$ cat config.mk
export PLATFORM = sky130hd
export DESIGN_NAME = mux
export DESIGN_NICKNAME = d
export VERILOG_FILES = /design/src/rtl/mux.sv
export SDC_FILE = /design/constraint.sdc
export NUM_CORES = 1
export LEC_CHECK = 0
export BUFFER_PORTS_ARGS = -buffer_cell sky130_fd_sc_hd__buf_4
export CORE_AREA = 2 2 39 41
export DETAILED_ROUTE_END_ITERATION = 10
export DIE_AREA = 0 0 41 43
export GPL_TIMING_DRIVEN = 0
export PLACE_DENSITY = 0.77
export SLEW_MARGIN = 20
export SYNTH_ARGS = -nofsm -noshare
export SYNTH_HDL_FRONTEND = slang
export SYNTH_SLANG_ARGS = --single-unit
$ cat constraint.sdc
create_clock -name clk -period 1.7 [get_ports clk]
set_clock_uncertainty 0.15 [all_clocks]
set_input_delay 0.085 -clock clk [delete_from_list [all_inputs] [get_ports clk]]
set_output_delay 0.085 -clock clk [all_outputs]
set_load 0.05 [all_outputs]
$ cat src/rtl/mux.sv
// N-to-1 data multiplexer: a zero-latency combinational select path plus an
// optional registered copy of the selected word with load enable and valid flag.

// One input leg: passes its data word only when the select addresses it.
module mux_leg #(
  parameter int DATA_SIZE   = 8,
  parameter int SELECT_SIZE = 1,
  parameter int IDX         = 0
) (
  input  logic [SELECT_SIZE-1:0] port,
  input  logic [DATA_SIZE-1:0]   data,
  output logic [DATA_SIZE-1:0]   masked
);
  logic hit;

  assign hit    = (port == SELECT_SIZE'(IDX));
  assign masked = data & {DATA_SIZE{hit}};
endmodule

module mux #(
  parameter int DATA_SIZE   = 8,
  parameter int SELECT_SIZE = 1,
  parameter int NUM_INPUTS  = 2**SELECT_SIZE
) (
  input  logic                   clk,
  input  logic                   rst_n,
  input  logic [DATA_SIZE-1:0]   in [NUM_INPUTS-1:0],
  input  logic [SELECT_SIZE-1:0] port,
  input  logic                   en,
  output logic [DATA_SIZE-1:0]   out,
  output logic                   sel_err,
  output logic [DATA_SIZE-1:0]   out_q,
  output logic                   sel_err_q,
  output logic                   valid_q
);

  if (DATA_SIZE < 1 || SELECT_SIZE < 1 || NUM_INPUTS < 1 ||
      (SELECT_SIZE < 31 && NUM_INPUTS > (1 << SELECT_SIZE))) begin : g_bad_cfg
    $fatal(1, "mux: illegal parameters DATA_SIZE=%0d SELECT_SIZE=%0d NUM_INPUTS=%0d",
           DATA_SIZE, SELECT_SIZE, NUM_INPUTS);
  end

  // AND-OR structure: each leg masks its word, the legs are OR-combined.
  // An out-of-range select hits no leg, so out falls to zero by construction.
  logic [NUM_INPUTS-1:0][DATA_SIZE-1:0] leg_data;

  for (genvar k = 0; k < NUM_INPUTS; k++) begin : g_leg
    mux_leg #(
      .DATA_SIZE  (DATA_SIZE),
      .SELECT_SIZE(SELECT_SIZE),
      .IDX        (k)
    ) u_leg (
      .port  (port),
      .data  (in[k]),
      .masked(leg_data[k])
    );
  end

  always_comb begin
    out = '0;
    for (int k = 0; k < NUM_INPUTS; k++) out = out | leg_data[k];
  end

  if (SELECT_SIZE < 31 && NUM_INPUTS < (1 << SELECT_SIZE)) begin : g_partial
    localparam logic [SELECT_SIZE:0] NUM_W = (SELECT_SIZE+1)'(NUM_INPUTS);
    logic [SELECT_SIZE:0] port_ext;

    assign port_ext = {1'b0, port};
    assign sel_err  = (port_ext >= NUM_W);
  end else begin : g_full
    assign sel_err = 1'b0;
  end

  logic [DATA_SIZE-1:0] out_d;
  logic                 sel_err_d;
  logic                 valid_d;

  always_comb begin
    out_d     = out_q;
    sel_err_d = sel_err_q;
    valid_d   = valid_q;
    if (en) begin
      out_d     = out;
      sel_err_d = sel_err;
      valid_d   = 1'b1;
    end
  end

  always_ff @(posedge clk or negedge rst_n) begin
    if (!rst_n) begin
      out_q     <= '0;
      sel_err_q <= 1'b0;
      valid_q   <= 1'b0;
    end else begin
      out_q     <= out_d;
      sel_err_q <= sel_err_d;
      valid_q   <= valid_d;
    end
  end

endmodule

# ---- After elaboration in Yosys (flattened, before gate mapping)
# Index checks and enable logic that the tools add are counted.
dict set report classes {
  n_bitwise 4
}
# op count
set op_table {}
lappend op_table {{bitwise AND 8 bit} 2}
lappend op_table {{bitwise OR 8 bit} 1}
lappend op_table {{inverter 1 bit} 1}
dict set report word_totals {
  regBits 9
  wordCells 6
}

# ---- Longest topological paths before layout
# Gate-level depths: netlist of the first run.
dict set report depth {
  depth_word 3
  ltp_mapped 3
  depth_no_buf 2
}

# ---- Cells and area by module
# Synthesis of the first run repeated with hierarchy kept, for this count alone.
dict set report unflattened {
  hier_cells 46
  area_unflattened_um2 548.0
}
# mod instances cells_per_inst area_per_inst_um2
set modules_own_cells {}
lappend modules_own_cells {mux 1 30 447.9}
lappend modules_own_cells {mux_leg 2 8 50.0}

# ---- Worst setup path before layout of the first run
# OpenSTA, ideal clock, no wires.
dict set report synth_path {
  path_kind {register to register}
  from {reg valid_q (netlist name)}
  to {reg valid_q}
  setup_time_ns 0.127
  arrival_time_ns 0.872
  required_ns 1.423
  slack_ns 0.551
  stages_incl_launch_ff 2
  synth_period_minus_slack_ns 1.149
  path_cell_list {dfrtp_1 > or2_2}
}
# element line
set synth_rtl {}
lappend synth_rtl {{end signal, assigned} 97} ;# valid_q <= valid_d;
lappend synth_rtl {{end, declared} 34} ;# output logic valid_q

# ---- Final worst setup path of the first run
dict set report layout_path {
  from {reg out_q[1]}
  to {out out_q[1]}
}
# element line
set layout_rtl {}
lappend layout_rtl {{start, declared} 32} ;# output logic [DATA_SIZE-1:0] out_q,
lappend layout_rtl {{start signal, assigned} 95} ;# out_q <= out_d;
# No word-level cell between the ends.

==> flow_summary.json, run 1 <==
{
  "h-tree-depth": 1,
  "critical_path.max_fanout": 2,
  "grt.total_usage": 0.1398,
  "regArea_sq_um": 225.2,
  "antenna_cells": 0,
  "cts_sinks": 9,
  "start_kind": "flip-flop",
  "cts_resized": 0,
  "io_buffers": 34,
  "final_nets": 92,
  "start_util": 0.3662,
  "ys_seq_elements": 9,
  "holdBufCountCts": 1,
  "critPathMaxStageDelay_ns": 0.39,
  "grt_max_degree": 10,
  "cts-root-buf": "clkbuf_4",
  "coreArea_sq_um": 1384,
  "cp.required_ns": 1.46,
  "route.vias.total": 385,
  "status": "complete, no violations",
  "cp_cell_sequence": "buf_4",
  "drive_above_1_share": 0.8169,
  "fin_crit_sh": 0.6298,
  "finalSetupTns_ns": 0,
  "critPathBufInv": 1,
  "post_cts_buffers": 0,
  "cts_buffers": 3,
  "worstPathArrival_ns": 0.84,
  "path_clk_slew_ns": 0.06,
  "hold_path.class": "in -> async",
  "avgRoutedWirePerCell_um": 12.77,
  "cts_tree": "built",
  "synth_most_common_cell": "mux2_4",
  "synthArstFlopShare": 1.000,
  "antenna_found_initial": 0,
  "cpMaxStageDelayCell": "dfrtp_1",
  "rr_worst_depth": 1,
  "synth-seq-area-share": 0.4444,
  "multi_input_area_sq_um": 254.0,
  "die_h_um": 43,
  "die_w_um": 41,
  "dr.pass1.iters": 2,
  "pin_count": 39,
  "via_per_inst": 4.425,
  "fillers": 111,
  "synth_enable_flop_cells": 0,
  "drv_slew": 0,
  "fin_ws_ns": 0.6293,
  "syn_area_sq_um": 506.7,
  "postSynthAreaPerCell_sq_um": 16.35,
  "finalWirelength_um": 1111,
  "grt_pass1_wl_um": 1600,
  "ys.flop_type": "dfrtp_1",
  "regToRegStartpoint": "out_q[1]",
  "drc_errors": 0,
  "clock_latency_ns": 0.25,
  "drt_iter0_drc": 2,
  "synth_top_area_share": 0.4741,
  "gp_congestion": 0.6242,
  "grt_overflow_total": 0,
  "clock_path_buffers": 2,
  "cap_violations": 0,
  "r2r_end": "out_q[1]",
  "rows": 14,
  "cpLargestDelayFamily": "flip-flops",
  "timing.hold.ws_ns": 0.03784,
  "preCtsSetupSlack_ns": 0.6159,
  "grt_pass1_vias": 365,
  "synth_common_cells": "mux2_4 (16), dfrtp_1 (9), buf_4 (2)",
  "min_period_ns": 1.071,
  "p_leak_nw": 0.4441,
  "place_hpwl_um": 857.7,
  "rsz0062_at_grt": "no",
  "syn_to_final_growth_pct": 62.22,
  "fin_util": 0.5940,
  "yosys.area.top_type": "mux2_4",
  "synth_cell_type_count": 7,
  "yosys_warnings": 0,
  "dieArea_sq_um": 1763,
  "power_density_nw_per_um2": 910.1,
  "reg2reg_slack_ns": 0.77,
  "drtAntennaViolNets": 0,
  "ir_worst_vdd_uv": 476.6,
  "synth_area_leaders": "mux2_4 (47%), dfrtp_1 (44%), buf_4 (3.0%)",
  "finalSetupViolCount": 0,
  "fmax_ghz": 0.9340,
  "netlist_instances": 31,
  "worstSetupEndpointType": "output port",
  "power_mw": 0.7482,
  "timing_hold_violations_final": 0,
  "path_class": "reg -> out"
}
==> final cells by class <==
cell class / instances / area share
buffer: 4 / 0.03805
multi-input combinational: 19 / 0.3090
timing repair buffer: 35 / 0.3227
tap: 16 / 0.02435
clock buffer: 4 / 0.03196
sequential: 9 / 0.2740
==> per-stage QoR <==
stage | cells | instance area (sq um)
2_1_floorplan | 32 | 510.5
3_3_place_gp | 82 | 785.8
3_5_place_dp | 82 | 785.8
4_1_cts | 87 | 822.0
5_1_grt | 87 | 822.0
6_report | 87 | 822.0
==> cell families (layout without fill, tap and decap cells) <==
kind of cell           Yosys count  after routing  synth area share
other                            1              2          0.007400
flip-flops                       9              9            0.4445
AND/OR/NAND/NOR                  1              1           0.01235
buffers and inverters            4             43           0.06171
multiplexers                    16             16            0.4741
==> state kept, by name, summed over array words and instances, names as in the netlist <==
name     count
out_q        8
valid_q      1
==> placed cells by master (no fill, tap or decap) <==
master,synthesis,layout
buf_4,2,36
buf_2,1,1
conb_1,1,2
clkbuf_1,0,1
clkbuf_4,0,3
mux2_4,16,16
dlygate4sd3_1,0,1
dfrtp_1,9,9
or2_2,1,1
buf_6,1,1
==> how the worst max path moves through the flow <==
| stage | startpoint | endpoint | slack (ns) | depth (start not counted) |
|---|---|---|---|---|
| global placement | port | out_q[6] | 0.62 | 3 |
| detailed placement | port | out_q[3] | 0.62 | 3 |
| global route | out_q[1] | out_q[1] | 0.60 | 1 |
| CTS | out_q[1] | out_q[1] | 0.62 | 1 |
| floorplan | valid_q | valid_q | 0.55 | 1 |
| finish | out_q[1] | out_q[1] | 0.63 | 1 |
==> power breakdown <==
group          internal (mW)  switching, mW
combinational          0.138          0.200
sequential             0.238         0.0142
clock                 0.0901         0.0685
==> routing by layer <==
metal / GRT usage / vias to the layer above / wire [um]
met5: 0 / - / 0
met4: 0.08000 / 0 / 24
met3: 0.04712 / 2 / 74
met2: 0.2188 / 18 / 593
met1: 0.1556 / 182 / 418
li1: - / 183 / -
Note: power is estimated with default switching activity, not from simulation.
==> run 2: changes to the inputs <==
- CORE_AREA: 2 2 39 41 -> default
- CORE_MARGIN: default -> 2
- CORE_UTILIZATION: default -> 34
- DIE_AREA: 0 0 41 43 -> default
- PLACE_DENSITY: 0.77 -> 0.73
- clock period: 1.7 -> 0.9 ns (I/O delays scaled with it)
==> flow_summary.json, run 2 (same netlist as run 1, synthesis figures left out) <==
{
  "fin_util": 0.6497,
  "cp.required_ns": 0.70,
  "power_mw": 1.461,
  "dpl_cell_area_sq_um": 804.5,
  "finalWirelength_um": 1034,
  "post_cts_buffers": 0,
  "holdBufCountCts": 1,
  "gp_congestion": 0.6665,
  "drive_above_1_share": 0.9437,
  "start_util": 0.3753,
  "power_frac_clock": 0.208,
  "violations": "hold timing, setup timing",
  "drtAntennaViolNets": 0,
  "die_h_um": 42.61,
  "drv_slew": 0,
  "antenna_cells": 0,
  "die_w_um": 42.61,
  "grt_overflow_total": 0,
  "mostFrequentLayoutCells": "buf_4 (27), mux2_4 (16), dfrtp_2 (9), buf_6 (9), clkbuf_4 (3)",
  "switching_share": 0.3689,
  "dieArea_sq_um": 1815,
  "min_period_ns": 1.016,
  "reg2reg_slack_ns": -0.04,
  "timing_hold_violations_final": 9,
  "cpLargestDelayFamily": "flip-flops",
  "timing.hold.ws_ns": -0.004729,
  "start_kind": "flip-flop",
  "fin_crit_sh": 1.128,
  "rsz0062_at_grt": "yes",
  "mostFrequentLayoutCell": "buf_4",
  "reg_top3": "out_q: 8 flops, valid_q: 1 flops",
  "power_density_nw_per_um2": 1665,
  "coreArea_sq_um": 1350,
  "p_leak_nw": 0.4526,
  "place_hpwl_um": 809.3,
  "ir_worst_vdd_uv": 705.4,
  "cp_cell_sequence": "buf_6",
  "p_int_mw": 0.9218,
  "p_seq_frac": 0.337,
  "dr.pass1.iters": 3,
  "grt_pass1_wl_um": 1718,
  "drt_iter0_drc": 4,
  "grt_pass1_vias": 380,
  "via_per_inst": 4.570,
  "critical_path.max_fanout": 2,
  "path_class": "reg -> out",
  "hold_path.class": "in -> async",
  "grt_max_degree": 10,
  "cts_tree": "built",
  "r2r_end": "out_q[4]",
  "path_clk_slew_ns": 0.06,
  "cpMaxStageDelayCell": "dfrtp_2",
  "power_frac_comb": 0.455,
  "critPathMaxStageDelay_ns": 0.41,
  "cts-root-buf": "clkbuf_4",
  "design_area_sq_um": 877.1,
  "fmax_ghz": 0.9846,
  "worstSetupEndpointType": "output port",
  "cts_buffers": 3,
  "grt.total_usage": 0.1327,
  "route.vias.total": 393,
  "antenna_found_initial": 0,
  "rr_worst_depth": 1,
  "switching_power_mw": 0.5389,
  "cts_sinks": 9,
  "multi_input_area_sq_um": 256.5,
  "rows": 13,
  "final_nets": 92,
  "fin_ws_ns": -0.1156,
  "io_buffers": 34,
  "pin_count": 39,
  "status": "finished with violations",
  "avgRoutedWirePerCell_um": 12.02,
  "syn_to_final_growth_pct": 73.09,
  "regToRegStartpoint": "out_q[4]",
  "largest_register_ffs": 8,
  "fillers": 120,
  "critPathBufInv": 1,
  "worstPathArrival_ns": 0.82,
  "h-tree-depth": 1,
  "clock_latency_ns": 0.25,
  "regArea_sq_um": 236.5,
  "finalSetupViolCount": 17,
  "cap_violations": 0,
  "clock_path_buffers": 2,
  "max_flop_register": "out_q",
  "drc_errors": 0
}
==> run 2: cell count changes in the layout (fill, tap and decap cells not counted) <==
cell and delta:
or2_2 -1, buf_6 +8, buf_12 +1, dfrtp_1 -9, dfrtp_2 +9, buf_4 -9
or2_4 +1
==> run 2: layout make-up <==
type | count | share of cell area
Tap cell | 15 | 0.02140
Multi-Input combinational cell | 19 | 0.2924
Clock buffer | 4 | 0.02996
Sequential cell | 9 | 0.2696
Buffer | 4 | 0.04565
Timing Repair Buffer | 35 | 0.3409
==> run 2: timing repair <==
item,in CTS,in global routing
endpoints found under the hold margin,15,13
setup endpoints to repair,18,18
resized for setup,10,0
==> run 2: worst max path at each step <==
stage | slack, ns | endpoint | start | cells past startpoint
3_5_place_dp | -0.11 | out_q[7] | port | 3
3_3_place_gp | -0.10 | out_q[0] | port | 3
6_report | -0.12 | out_q[1] | out_q[1] | 1
5_1_grt | -0.15 | out_q[2] | out_q[2] | 1
2_1_floorplan | -0.19 | out_q[0] | port | 3
4_1_cts | -0.13 | out_q[1] | out_q[1] | 1
==> run 2: layer usage <==
metal | global-route usage | wire length, um | vias to the layer above
met3 | 0.03448 | 90 | 2
li1 | - | - | 186
met2 | 0.2123 | 518 | 27
met4 | 0.09375 | 12 | 0
met1 | 0.1516 | 413 | 178
met5 | 0 | 0 | -
==> run 2: power groups by stage <==
stage                     registers (mW)  logic, mW  clock network, mW
final                              0.492      0.665              0.304
after global routing               0.499      0.692              0.350
after CTS                          0.493      0.670              0.320
after detailed placement           0.490      0.637                  0
after global placement             0.489      0.633                  0
after floorplan                    0.651      0.283                  0
==> run 2: stage by stage <==
| step | instances | hold WS [ns] | setup WS, ns | TNS, ns |
|---|---|---|---|---|
| 3_3_place_gp | 81 | -0.2785 | -0.1026 | -0.8060 |
| 2_1_floorplan | 32 | -0.4006 | -0.1942 | -1.718 |
| 6_report | 86 | -0.004729 | -0.1156 | -1.264 |
| 5_1_grt | 86 | -0.01717 | -0.1533 | -1.740 |
| 4_1_cts | 86 | -0.01140 | -0.1292 | -1.394 |
| 3_5_place_dp | 81 | -0.2756 | -0.1054 | -0.8201 |
